<file path="config.mk">
export PLATFORM = sky130hd
export DESIGN_NAME = host_mmio_responder
export DESIGN_NICKNAME = d
export VERILOG_FILES = /design/src/rtl/host_mmio_responder.sv
export SDC_FILE = /design/constraint.sdc
export NUM_CORES = 1
export LEC_CHECK = 0
export BUFFER_PORTS_ARGS = -buffer_cell sky130_fd_sc_hd__buf_4
export CORE_MARGIN = 5
export CORE_UTILIZATION = 35
export CTS_CLUSTER_SIZE = 12
export DETAILED_ROUTE_END_ITERATION = 8
export PLACE_DENSITY = 0.61
export SYNTH_ARGS = -nofsm -noshare
export SYNTH_HDL_FRONTEND = slang
export SYNTH_SLANG_ARGS = --single-unit
</file>
<file path="constraint.sdc">
create_clock -name clock -period 4.6 [get_ports clock]
set_input_delay 0.46 -clock clock [delete_from_list [all_inputs] [get_ports clock]]
set_output_delay 0.46 -clock clock [all_outputs]
set_load 0.02 [all_outputs]
</file>
<file path="src/rtl/host_mmio_responder.sv">
`default_nettype none
// ============================================================================
// Module   : host_mmio_responder
// Purpose  : Host-control MMIO window (HALT, SIG_BEGIN, SIG_END, CONSOLE,
//            STATUS) on the CPU data port, with a console byte FIFO that is
//            drained before halt is reported.
// Options  : HOST_CONSOLE_EN - console FIFO, con_* port, DRAIN state and
//            STATUS fields; without it STATUS reads "empty" only.
// Revision : 1.0 - initial release
// ============================================================================
module host_mmio_responder #(
    parameter int              XLEN       = 32,
    parameter logic [XLEN-1:0] BASE       = 'h2000_0000,
    parameter int              FIFO_DEPTH = 16
) (
    input  logic            clock,
    input  logic            reset,
    input  logic            load,
    input  logic            store,
    input  logic [XLEN-1:0] address,
    input  logic [XLEN-1:0] store_data,
    output logic [XLEN-1:0] load_data,
    output logic            sel,
    output logic [7:0]      con_data,
    output logic            con_valid,
    input  logic            con_ready,
    output logic            halted,
    output logic [30:0]     exit_code,
    output logic [XLEN-1:0] sig_begin,
    output logic [XLEN-1:0] sig_end
);

    localparam int         c_W        = XLEN / 8;
    localparam logic [5:0] c_OFF_HALT = 6'd0;
    localparam logic [5:0] c_OFF_SIGB = 6'(c_W);
    localparam logic [5:0] c_OFF_SIGE = 6'(2 * c_W);
    localparam logic [5:0] c_OFF_CON  = 6'(3 * c_W);
    localparam logic [5:0] c_OFF_STAT = 6'(4 * c_W);

    typedef enum logic [1:0] {
        S_RUN    = 2'd0,
        S_DRAIN  = 2'd1,
        S_HALTED = 2'd2
    } state_t;

    state_t          r_state;
    logic            r_halted;
    logic [30:0]     r_exit;
    logic [XLEN-1:0] r_sigb;
    logic [XLEN-1:0] r_sige;

    logic [5:0]      w_off;
    logic            w_wr;
    logic            w_wr_halt;
    logic            w_wr_sigb;
    logic            w_wr_sige;
    logic            w_empty_next;
    logic [XLEN-1:0] w_status;

    assign w_off     = address[5:0];
    assign sel       = (address[XLEN-1:6] == BASE[XLEN-1:6]);
    assign w_wr      = store & sel;
    assign w_wr_halt = w_wr & (w_off == c_OFF_HALT);
    assign w_wr_sigb = w_wr & (w_off == c_OFF_SIGB);
    assign w_wr_sige = w_wr & (w_off == c_OFF_SIGE);

`ifdef HOST_CONSOLE_EN
    localparam int              c_AW       = (FIFO_DEPTH > 1) ? $clog2(FIFO_DEPTH) : 1;
    localparam logic [c_AW:0]   c_FULL_CNT = (c_AW + 1)'(FIFO_DEPTH);
    localparam logic [c_AW:0]   c_ONE_CNT  = (c_AW + 1)'(1);

    logic [7:0]      r_mem [FIFO_DEPTH];
    logic [c_AW-1:0] r_wr_ptr;
    logic [c_AW-1:0] r_rd_ptr;
    logic [c_AW:0]   r_count;
    logic            r_ovf;

    logic            w_full;
    logic            w_empty;
    logic            w_pop;
    logic            w_push_req;
    logic            w_push;
    logic            w_ovf_set;
    logic            w_wr_stat;
    logic [7:0]      w_cnt8;

    assign w_full     = (r_count == c_FULL_CNT);
    assign w_empty    = (r_count == '0);
    assign w_pop      = ~w_empty & con_ready;
    assign w_wr_stat  = w_wr & (w_off == c_OFF_STAT);
    assign w_push_req = w_wr & (w_off == c_OFF_CON) & (r_state == S_RUN);
    // A full FIFO still accepts a byte when the head leaves on the same edge.
    assign w_push     = w_push_req & (~w_full | w_pop);
    assign w_ovf_set  = w_push_req & ~w_push;
    // A push never coincides with a HALT write, so only a pop can empty it.
    assign w_empty_next = w_empty | ((r_count == c_ONE_CNT) & w_pop);

    assign w_cnt8    = 8'(r_count);
    assign w_status  = XLEN'({w_cnt8, 5'b0, r_ovf, w_empty, w_full});
    assign con_valid = ~w_empty;
    assign con_data  = w_empty ? 8'h00 : r_mem[r_rd_ptr];

    always_ff @(posedge clock or negedge reset) begin
        if (!reset) begin
            r_wr_ptr <= '0;
            r_rd_ptr <= '0;
            r_count  <= '0;
            r_ovf    <= 1'b0;
        end else begin
            if (w_push) begin
                r_wr_ptr <= r_wr_ptr + c_AW'(1);
            end
            if (w_pop) begin
                r_rd_ptr <= r_rd_ptr + c_AW'(1);
            end
            case ({w_push, w_pop})
                2'b10:   r_count <= r_count + c_ONE_CNT;
                2'b01:   r_count <= r_count - c_ONE_CNT;
                default: r_count <= r_count;
            endcase
            if (w_ovf_set) begin
                r_ovf <= 1'b1;
            end else if (w_wr_stat & store_data[2]) begin
                r_ovf <= 1'b0;
            end
        end
    end

    always_ff @(posedge clock) begin
        if (w_push) begin
            r_mem[r_wr_ptr] <= store_data[7:0];
        end
    end
`else
    logic w_unused_con_ready;

    assign w_unused_con_ready = con_ready;
    assign w_empty_next       = 1'b1;
    assign w_status           = XLEN'(32'h2);
    assign con_valid          = 1'b0;
    assign con_data           = 8'h00;
`endif

    always_ff @(posedge clock or negedge reset) begin
        if (!reset) begin
            r_state  <= S_RUN;
            r_halted <= 1'b0;
            r_exit   <= '0;
            r_sigb   <= '0;
            r_sige   <= '0;
        end else begin
            if (w_wr_sigb && (r_state != S_HALTED)) begin
                r_sigb <= store_data;
            end
            if (w_wr_sige && (r_state != S_HALTED)) begin
                r_sige <= store_data;
            end
            case (r_state)
                S_RUN: begin
                    if (w_wr_halt && store_data[0]) begin
                        r_exit <= store_data[31:1];
                        if (w_empty_next) begin
                            r_state  <= S_HALTED;
                            r_halted <= 1'b1;
                        end else begin
                            r_state  <= S_DRAIN;
                        end
                    end
                end
                S_DRAIN: begin
                    if (w_empty_next) begin
                        r_state  <= S_HALTED;
                        r_halted <= 1'b1;
                    end
                end
                S_HALTED: begin
                    r_halted <= 1'b1;
                end
                default: begin
                    r_state <= S_RUN;
                end
            endcase
        end
    end

    always_comb begin
        load_data = '0;
        if (load && sel) begin
            case (w_off)
                c_OFF_HALT: load_data = XLEN'({r_exit, r_halted});
                c_OFF_SIGB: load_data = r_sigb;
                c_OFF_SIGE: load_data = r_sige;
                c_OFF_STAT: load_data = w_status;
                default:    load_data = '0;
            endcase
        end
    end

    assign halted    = r_halted;
    assign exit_code = r_exit;
    assign sig_begin = r_sigb;
    assign sig_end   = r_sige;

endmodule
`default_nettype wire

</file>
==> results of run 1 <==
-- routing by layer --
metal	GRT usage	routed length, um	vias up
met5	0	0	-
met4	0.0504	150	0
met3	0.0415	1030	11
met2	0.301	6700	142
met1	0.225	5610	1784
li1	-	-	1667
-- worst min path at each step --
stage / depth (start not counted) / endpoint / slack [ps]
6_report: 1 / sig_end[24] / 120
5_1_grt: 1 / sig_end[26] / 170
4_1_cts: 1 / sig_end[24] / 140
3_5_place_dp: 1 / r_state[1] / 460
3_3_place_gp: 1 / r_state[1] / 460
2_1_floorplan: 0 / exit_code[0] / 160
-- stage by stage --
step,instances,total power [mW],hold WS (ps)
after floorplan,363,0.890,164
after global placement,710,0.955,457
after detailed placement,710,0.958,461
after CTS,726,1.77,136
after global routing,726,1.82,170
final,726,1.75,117
-- flip-flops by register name, indices dropped and copies added, names as in the netlist --
register	cells
exit_code	31
sig_begin	32
sig_end	32
r_state	1
halted	1
-- cells in the mapped netlist (all sizes together), types with 2 or more instances --
library cell	n	area share
dfrtp	97	0.55
buf	18	0.030
or4	2	0.0042
nand3	3	0.0034
nand2	32	0.027
mux2	95	0.24
a21oi	32	0.036
nor3	5	0.0056
clkbuf	15	0.013
nand2b	2	0.0028
nor4	9	0.019
nor2	4	0.0034
a22oi	31	0.052
-- power groups by stage --
stage	registers, mW	clock network (mW)	logic (mW)
global route	0.852	0.868	0.0980
global placement	0.869	0	0.0859
detailed placement	0.869	0	0.0889
floorplan	0.869	0	0.0214
finish	0.852	0.808	0.0877
CTS	0.852	0.831	0.0892
-- worst max-delay path, cell delays in order --
cell	delay (ps)
buf_4	110
nor4_1	280
nand4_1	440
or4_1	1030
buf_4	360
a21oi_1	180
buf_4	170
-- layout make-up --
type,instances,area (um^2),share of cell area
Clock buffer,9,225,0.0351
Clock inverter,7,98.8,0.0154
Inverter,1,3.75,0.000585
Multi-Input combinational cell,232,1880,0.293
Sequential cell,97,2430,0.378
Tap cell,172,215,0.0336
Timing Repair Buffer,208,1560,0.243
-- logic make-up (layout without fill, tap and decap cells) --
| kind of cell | count (synthesis) | after routing |
|---|---|---|
| AO/OA/AOI/OAI | 66 | 66 |
| flip-flops | 97 | 97 |
| other | 1 | 9 |
| multiplexers | 95 | 95 |
| buffers and inverters | 34 | 225 |
| adder cells (fa/ha/maj) | 1 | 1 |
| AND/OR/NAND/NOR | 61 | 61 |
==> metrics.sh, run 1 <==
DRT_PASS1_ITERATIONS=4
TIMING.CRITICAL_PATH.FROM='address[13]'
PATH_CLASS='primary input to primary output'
FILL_CELLS=1149
LAYOUT.CORE_UTILIZATION=0.512
SYN_INST=355
OVERFLOW=0
POST_SYNTH_XOR_AREA_FRACTION=0
R2R_CELLS=4
GRT.TOTAL_USAGE=0.177
PLACEMENTROWS=41
SYNTH_ADDER_AREA_SHARE=0.00225
DRT_ITER0_MARKERS=99
WIRELENGTH_UM=13500
DETAILROUTE.VIA_COUNT=3604
CTSRESIZECOUNT=0
PLACE_WS_PS=1050
STDCELL_AREA_UM2=6410
PORT_BUFS=196
WORST_EP_ARRIVAL_TIME_PS=3050
FINAL-MAX-SLEW-VIOLATION-COUNT=0
RUN_STATUS='finished clean'
POWER_SWITCHING_SHARE=0.214
DOMINANT_COMBINATIONAL_CELL_FAMILY_BY_AREA_AFTER_SYNTHESIS='multiplexers'
SYNTHSIMPLEGATEAREAFRAC=0.0727
RELSLEWSLACK=0.466
STANDBY_LEAKAGE_POWER_nW=3.25
POWER.SHARE.CLOCK=0.462
SYNTH_AREA_UM2=4440
TRITONCTS_CLOCK_TREE='built'
HPWLAFTERDP_UM=10100
POSTSYNTH.ASYNCRESETSHARE=1.00
HTREE_LEVELS=3
CLK_LATENCY_PS=340
TIGHTESTPINTRANSITION_PS=800
DESIGN.PORTCOUNT=207
REPORT.FINAL.HOLD_VIOL_COUNT=0
DETAIL-ROUTE-ANTENNA-NETS=0
POWER.IR.VDD_WORST_mV=0.170
POST_DP_CELL_AREA_UM2=6090
WORSTREG2REGSTART='r_state[1]'
SYNTH-WARNING-COUNT=0
ANTENNA_CELLS_INSERTED=0
FINAL_COMMON_CELL='buf_4'
CP-START-KIND='primary input'
CRITICAL_PATH.ENDPOINT='load_data[7]'
SETUP.WORST_PATH.END_CLASS='primary output'
WORST_CLOCK_SKEW_PS=6.11
SETUP.REG_TO_REG.WORST_SLACK_PS=2860
MAX_CAP_VIOLATIONS=0
TRITONCTS_BUFFERS=9
POST-ROUTE-PERIOD-UTIL=0.763
DIE_HT_UM=123
FIN_WS_PS=1090
FRACTION_OF_POWER_CONSUMED_BY_SEQUENTIAL_LOGIC=0.488
SETUP_REPAIR_AFTER_GLOBAL_ROUTING_MISSED_ITS_MARGIN='false'
NUMBER_OF_NETS_IN_THE_FINISHED_DESIGN=618
SYNTH-COMPOUND-AREA-SHARE=0.0941
SEQ_AREA_FRAC_SYNTH=0.546
R2R_END='exit_code[18]'
MOST-COMMON-LAYOUT-CELLS='buf_4, dfrtp_1, mux2_2'
CLOCK_SINK_TOTAL=97
POST_CTS.REPAIR.SETUP_BUFFERS=0
HOLDBUFCOUNTCTS=0
ROUTED_VIA_DENSITY=4.96
MAX_FREQ_MHz=285
SYN_AREA_PER_CELL_UM2=12.5
REMAINING_DRC_ERRORS=0
CTSLONGESTPATHBUFFERS=2
POWER-PER-CELL-AREA_nW_PER_UM2=273
POWER.SHARE.COMBINATIONAL=0.050
DIE-AREA_UM2=15000
FLOW.AREA_GROWTH_FROM_SYNTHESIS_PCT=44.4
FIRST_GLOBAL_VIAS=3727
CLK_PIN_SLEW_WORST_PATHS_PS=70
SYNTHMUXAREASHARE=0.241
SYNTH_EDF_COUNT=0
CLOCKROOTBUFFER='clkbuf_16'
CRITICAL_PATH_PEAK_FANOUT=17
PLACE.GP.CONGESTION=0.774
POWER.NET_SWITCHING_uW=374
SYNTH_SEQ_CELLS=97
DOMINANTREGCELLSYNTH='dfrtp_1'
COREAREA_UM2=12500
MIN_PATH_TYPE='primary input to asynchronous set/reset pin'
POST_ROUTE_CELLS_DRIVE_ABOVE_1_SHARE=0.579
GRT_MAX_DEGREE=52
WORSTPATHREQUIRED_PS=4140
DIE_WIDTH_UM=123
YS_TYPES=29
EFFECTIVE_UTILIZATION_AT_FLOORPLAN=0.355
WIRE_LENGTH_OF_THE_FIRST_GLOBAL_ROUTING_PASS_UM=20700
TIMING.SETUP.TNS_PS=0
TIME_THE_WORST_PATH_NEEDS_WITH_I_O_DELAYS_AND_SETUP_PS=3510
DETAIL_ROUTE.WL_PER_CELL_UM=18.6
INITIAL_ANTENNA_VIOLATION_COUNT=0
CELL_INTERNAL_PWR_mW=1.37
SETUP_VIOLATIONS=0
(Power assumes the default switching activity.)
==> run 2, diff against run 1 <==
Clock period 4.6 ns to 3.6 ns, I/O delays scaled along.
==> metrics.sh, run 2 (synthesis results as in run 1) <==
TIGHTESTPINTRANSITION_PS=532  # -268 ps
RELSLEWSLACK=0.645  # +0.179
ROUTED_VIA_DENSITY=4.99  # +0.45%
WORSTPATHREQUIRED_PS=3240  # -900 ps
HTREE_LEVELS=3  # unchanged
CLOCKROOTBUFFER='clkbuf_16'
DESIGN.PORTCOUNT=207  # unchanged
FINAL_COMMON_CELL='buf_4'
MIN_PATH_TYPE='primary input to asynchronous set/reset pin'
STDCELL_AREA_UM2=6400  # -0.21%
RUN_STATUS='complete, but fails checks'
WIRELENGTH_UM=13300  # -1.4%
CTSLONGESTPATHBUFFERS=2  # unchanged
TIME_THE_WORST_PATH_NEEDS_WITH_I_O_DELAYS_AND_SETUP_PS=2790
HPWLAFTERDP_UM=9880  # -1.8%
WORST_EP_ARRIVAL_TIME_PS=2430  # -620 ps
OVERFLOW=0  # unchanged
TIMING.SETUP.TNS_PS=0  # unchanged
POST_CTS.REPAIR.SETUP_BUFFERS=0  # unchanged
PORT_BUFS=196  # unchanged
MAX_FREQ_MHz=359
TRITONCTS_BUFFERS=9  # unchanged
POST_DP_CELL_AREA_UM2=6120  # +0.49%
FIRST_GLOBAL_VIAS=3776  # +1.3%
REPORT.FINAL.HOLD_VIOL_COUNT=3  # +3
PLACEMENTROWS=41  # unchanged
POWER-PER-CELL-AREA_nW_PER_UM2=329  # +21%
DETAIL-ROUTE-ANTENNA-NETS=0  # unchanged
WHS_PS=-3.75  # -121 ps
DETAIL_ROUTE.WL_PER_CELL_UM=18.2  # -1.9%
SETUP_VIOLATIONS=0  # unchanged
CTSRESIZECOUNT=0  # unchanged
PATH_CLASS='primary input to primary output'
HOLDBUFCOUNTCTS=0  # unchanged
R2R_CELLS=4  # unchanged
FLOW.AREA_GROWTH_FROM_SYNTHESIS_PCT=44.0
VIOLATIONS='negative hold slack'
COREAREA_UM2=12500  # unchanged
MOST-COMMON-LAYOUT-CELLS='buf_4, dfrtp_1, mux2_2'
STANDBY_LEAKAGE_POWER_nW=3.25  # +0.14%
DIE_HT_UM=123  # unchanged
FINAL-MAX-SLEW-VIOLATION-COUNT=0  # unchanged
LAYOUT.CORE_UTILIZATION=0.511  # -0.00110
DETAILROUTE.VIA_COUNT=3640  # +1.0%
POWER.IR.VDD_WORST_mV=0.171  # +0.36%
DRT_ITER0_MARKERS=179  # +81%
POST_ROUTE_CELLS_DRIVE_ABOVE_1_SHARE=0.582  # +0.00301
TRITONCTS_CLOCK_TREE='built'
GRT.TOTAL_USAGE=0.175  # -0.00205
DRT_PASS1_ITERATIONS=4  # unchanged
WORST_CLOCK_SKEW_PS=6.98  # +0.869 ps
WIRE_LENGTH_OF_THE_FIRST_GLOBAL_ROUTING_PASS_UM=20500  # -1.0%
SETUP.WORST_PATH.END_CLASS='primary output'
CLOCK_SINK_TOTAL=97  # unchanged
PLACE.GP.CONGESTION=0.815  # +5.3%
SETUP_REPAIR_AFTER_GLOBAL_ROUTING_MISSED_ITS_MARGIN='false'
CLK_LATENCY_PS=330  # about the same
CP-START-KIND='primary input'
DIE-AREA_UM2=15000  # unchanged
NUMBER_OF_NETS_IN_THE_FINISHED_DESIGN=622  # +0.65%
EFFECTIVE_UTILIZATION_AT_FLOORPLAN=0.355  # unchanged
POST-ROUTE-PERIOD-UTIL=0.774
CRITICAL_PATH_PEAK_FANOUT=16  # -1
ANTENNA_CELLS_INSERTED=0  # unchanged
DIE_WIDTH_UM=123  # unchanged
MAX_CAP_VIOLATIONS=0  # unchanged
GRT_MAX_DEGREE=42  # -19%
INITIAL_ANTENNA_VIOLATION_COUNT=0  # unchanged
REMAINING_DRC_ERRORS=0  # unchanged
CLK_PIN_SLEW_WORST_PATHS_PS=70  # about the same
FILL_CELLS=1140  # -0.78%
-- run 2: cell count changes in the layout (fill, tap and decap cells not counted) --
cell | before | now
buf_4 | 208 | 212
bufinv_16 | 2 | 0
clkinv_2 | 1 | 3
clkbuf_8 | 0 | 1
clkinv_4 | 0 | 1
clkinvlp_4 | 1 | 0
inv_6 | 3 | 2
-- run 2: worst paths after layout --
| kind | start | end | slack [ps] |
|---|---|---|---|
| min in group clock | store | r_state[1] | 250 |
| min | reset | exit_code[28] | -4 |
| min reg2reg | r_state[1] | r_state[1] | 500 |
| max reg2reg | r_state[1] | exit_code[18] | 1680 |
| max in group asynchronous | reset | sig_end[2] | 2760 |
| max | address[24] | load_data[21] | 810 |
-- run 2: routing by layer --
layer / wire [um] / global-route usage / vias to the layer above
met3: 1150 / 0.0415 / 22
met4: 280 / 0.0693 / 0
met2: 6290 / 0.287 / 170
met5: 0 / 0 / -
li1: - / - / 1668
met1: 5580 / 0.223 / 1780
-- run 2: report_power, final --
group          internal (mW)  switching (mW)  leakage [nW]
registers               1.09   0.00000000799          1.36
clock network          0.490           0.412         0.143
logic                 0.0530          0.0606          1.76
total                   1.63           0.473          3.25
-- run 2: final cells by class --
type / instances / area (um^2) / share of cell area
timing repair buffer: 212 / 1590 / 0.249
multi-input combinational: 232 / 1880 / 0.294
clock inverter: 6 / 41.3 / 0.00645
clock buffer: 10 / 239 / 0.0373
inverter: 1 / 3.75 / 0.000587
tap: 172 / 215 / 0.0336
sequential: 97 / 2430 / 0.379
-- run 2: through the flow --
stage / std cells / setup slack, ps / total power [mW]
finish: 730 / 812 / 2.11
global route: 730 / 666 / 2.19
CTS: 730 / 773 / 2.13
detailed placement: 714 / 796 / 1.23
global placement: 714 / 825 / 1.22
floorplan: 363 / 1070 / 1.14
-- run 2: critical path: stages --
cell	delay, ps
buf_4	110
nor4b_1	310
nand3_1	400
or4_1	660
buf_4	230
a21oi_1	180
buf_4	180
==> run 3, diff against run 2 <==
Settings changed: ABC_AREA set to 1.
Clock period 3.6 ns to 2.5 ns, I/O delays scaled along.
==> metrics.sh, run 3 <==
GRT_MAX_DEGREE=74  # +76%
WORST_EP_ARRIVAL_TIME_PS=1840  # -590 ps
SYN_INST=700  # +97%
NUMBER_OF_NETS_IN_THE_FINISHED_DESIGN=950  # +53%
SYNTHSIMPLEGATEAREAFRAC=0.357  # +0.284
MAX_FREQ_MHz=479
FINAL_COMMON_CELL='nand2_1'
SYNTH_LARGEST_AREA_CELL='dfrtp_1'
DIE-AREA_UM2=17700  # +18%
POWER.NET_SWITCHING_uW=728  # +54%
CRIT_TOP_CELL='buf_4'
RELSLEWSLACK=0.620  # -0.0253
MOST-COMMON-LAYOUT-CELLS='nand2_1, buf_4, dfrtp_1'
CRITICAL_PATH_PEAK_FANOUT=12  # -4
REMAINING_DRC_ERRORS=0  # unchanged
SETUP.WORST_PATH.END_CLASS='primary output'
HOLD_PATH_DEPTH=3
WORST_CLOCK_SKEW_PS=5.60  # -1.38 ps
SYNTH.MOST_COMMON_CELL='nand2_1'
HTREE_LEVELS=3  # unchanged
CRITICAL_PATH.SLOWEST_CELL='nand3_2'
CELL_INTERNAL_PWR_mW=2.39  # +47%
PLACE.GP.CONGESTION=0.805  # -1.2%
INITIAL_ANTENNA_VIOLATION_COUNT=0  # unchanged
RUN_STATUS='finished clean'
PATH_CLASS='primary input to primary output'
CLK_LATENCY_PS=340  # about the same
SETUP.REG_TO_REG.WORST_SLACK_PS=840  # -840 ps
DRT_ITER0_MARKERS=373  # +110%
R2R_END='exit_code[8]'
DESIGN.PORTCOUNT=207  # unchanged
POST_SYNTH_XOR_AREA_FRACTION=0  # unchanged
REPORT.FINAL.HOLD_VIOL_COUNT=0  # -3
MIN_PATH_TYPE='primary input to flip-flop'
POST_ROUTE_CELLS_DRIVE_ABOVE_1_SHARE=0.287  # -0.296
SYNTH-COMPOUND-AREA-SHARE=0.0612  # -0.0328
TRITONCTS_BUFFERS=9  # unchanged
CTSLONGESTPATHBUFFERS=2  # unchanged
ANTENNA_CELLS_INSERTED=0  # unchanged
SYN_AREA_PER_CELL_UM2=7.59  # -39%
EFFECTIVE_UTILIZATION_AT_FLOORPLAN=0.353  # -0.00157
TIMING.CRITICAL_PATH.CELLS='buf_4 > nor2_2 > nand2_1 > nor2_1 > nand3_1 > nor2_4 > nand3_2 > buf_4 > nor2_1 > buf_4'
SYNTH_ADDER_AREA_SHARE=0  # -0.00225
WORSTREG2REGSTART='r_state[1]'
POST-ROUTE-PERIOD-UTIL=0.835
POSTSYNTH.ASYNCRESETSHARE=1.00  # unchanged
POWER_SWITCHING_SHARE=0.233  # +0.00882
SYNTH_SEQ_CELLS=97  # unchanged
TRITONCTS_CLOCK_TREE='built'
YS_TYPES=21  # -28%
DIE_HT_UM=133  # +8.6%
OVERFLOW=0  # unchanged
PLACEMENTROWS=45  # +9.8%
SETUP_REPAIR_AFTER_GLOBAL_ROUTING_MISSED_ITS_MARGIN='false'
FRACTION_OF_POWER_CONSUMED_BY_SEQUENTIAL_LOGIC=0.502  # -0.015
SEQ_AREA_FRAC_SYNTH=0.457  # -0.0894
CTSRESIZECOUNT=0  # unchanged
SYNTH_LARGEST_TYPE_AREA_FRACTION=0.457  # -0.0894
PORT_BUFS=196  # unchanged
WIRE_LENGTH_OF_THE_FIRST_GLOBAL_ROUTING_PASS_UM=28400  # +39%
CLOCKROOTBUFFER='clkbuf_16'
FIRST_GLOBAL_VIAS=5071  # +34%
POWER.SHARE.COMBINATIONAL=0.063  # +0.009
TIME_THE_WORST_PATH_NEEDS_WITH_I_O_DELAYS_AND_SETUP_PS=2090
DOMINANT_COMBINATIONAL_CELL_FAMILY_BY_AREA_AFTER_SYNTHESIS='simple AND/OR/NAND/NOR gates'
R2R_CELLS=4  # unchanged
CLOCK_SINK_TOTAL=97  # unchanged
POWER.IR.VDD_WORST_mV=0.265  # +55%
POST_DP_CELL_AREA_UM2=6830  # +12%
COREAREA_UM2=15000  # +20%
SYNTH_AREA_UM2=5310  # +20%
DETAIL_ROUTE.WL_PER_CELL_UM=16.4  # -9.9%
MAX_CAP_VIOLATIONS=0  # unchanged
DETAIL-ROUTE-ANTENNA-NETS=0  # unchanged
DIE_WIDTH_UM=133  # +8.6%
FINAL-MAX-SLEW-VIOLATION-COUNT=0  # unchanged
MIN_DELAY_WORST_ENDPOINT='sig_end[4]'
SYNTH-WARNING-COUNT=0  # unchanged
WIRELENGTH_UM=17600  # +33%
MIN_FROM='store_data[4]'
GRT.TOTAL_USAGE=0.198  # +0.0232
SYNTHTOPCELLSBYAREA='dfrtp_1, nand2_1, nand3_1, buf_6, inv_1'
SYNTHMUXAREASHARE=0  # -0.241
DOMINANTREGCELLSYNTH='dfrtp_1'
CP-START-KIND='primary input'
TIMING.SETUP.TNS_PS=0  # unchanged
TIGHTESTPINTRANSITION_PS=569  # +36.8 ps
POWER-PER-CELL-AREA_nW_PER_UM2=438  # +33%
SETUP_VIOLATIONS=0  # unchanged
DRT_PASS1_ITERATIONS=5  # +1
SYNTH_EDF_COUNT=0  # unchanged
CLK_PIN_SLEW_WORST_PATHS_PS=70  # about the same
POWER.SHARE.CLOCK=0.435  # +0.006
FLOW.AREA_GROWTH_FROM_SYNTHESIS_PCT=34.1
WORSTPATHREQUIRED_PS=2250  # -990 ps
STDCELL_AREA_UM2=7130  # +11%
YS_TOP_CELLS_BY_COUNT='nand2_1, dfrtp_1, nand3_1, inv_1, nor2_1'
STANDBY_LEAKAGE_POWER_nW=3.79  # +16%
CRITICAL_PATH.MAX_STAGE_DELAY_PS=290  # -370 ps
HPWLAFTERDP_UM=12100  # +23%
ROUTED_VIA_DENSITY=4.83  # -3.1%
DETAILROUTE.VIA_COUNT=5188  # +43%
-- run 3: cell count changes in the layout (fill, tap and decap cells not counted), moves of 32 or more --
cell / change
nand2_1: +212
mux2_2: -90
nand3_1: +68
inv_1: +60
nor2_1: +46
nand4_1: +32
-- run 3: kinds of logic (layout without fill, tap and decap cells) --
group | count (synthesis) | after routing
flip-flops | 97 | 97
buffers and inverters | 116 | 294
other | 1 | 9
AND/OR/NAND/NOR | 421 | 421
AO/OA/AOI/OAI | 65 | 65
-- run 3: routing by layer --
layer | vias up | global-route usage | share of wire
li1 | 2578 | - | -
met1 | 2427 | 0.262 | 0.44
met2 | 168 | 0.330 | 0.48
met3 | 15 | 0.0457 | 0.066
met4 | 0 | 0.0486 | 0.013
met5 | - | 0 | 0
-- run 3: power by group through the flow --
stage | logic [mW] | registers [mW] | clock network, mW
2_1_floorplan | 0.0564 | 1.60 | 0
3_3_place_gp | 0.196 | 1.60 | 0
3_5_place_dp | 0.196 | 1.60 | 0
4_1_cts | 0.198 | 1.57 | 1.39
5_1_grt | 0.219 | 1.57 | 1.46
6_report | 0.196 | 1.57 | 1.36
-- run 3: worst max path at each step --
stage	depth (start not counted)	end	startpoint
after floorplan	8	load_data[0]	address[31]
after global placement	10	load_data[14]	address[11]
after detailed placement	10	load_data[14]	address[11]
after CTS	10	load_data[14]	address[11]
after global routing	10	load_data[26]	address[31]
final	10	load_data[14]	address[11]
-- run 3: repair_timing --
action / 4_1_cts / 5_1_grt
endpoints found under the hold margin: 16 / 0
setup buffers: 0 / 0
hold buffers: 1 / 0
-- run 3: critical path: cells and delay by family --
family                 cells  cell delay, ps
AND/OR/NAND/NOR            7            1010
buffers and inverters      3             560
-- run 3: stage by stage --
stage                     hold slack (ps)  power, mW  setup WS (ps)  cells  utilization
after CTS                             138       3.15            384   1074        0.474
after floorplan                     -45.6       1.66            807    708            -
after global placement                142       1.79            396   1057        0.454
after global routing                  143       3.24            180   1074        0.474
after detailed placement              144       1.80            388   1057        0.454
final                                 153       3.12            413   1074        0.474
-- run 3: area by class of cell --
| class | count | area [um^2] |
|---|---|---|
| fillers | 1541 | 7910 |
| flip-flops and latches | 97 | 2430 |
| multi-input cells | 495 | 2260 |
| repair buffers | 214 | 1670 |
| clock buffers | 12 | 256 |
| inverters | 64 | 241 |
| well taps | 188 | 235 |
| clock inverters | 4 | 33.8 |
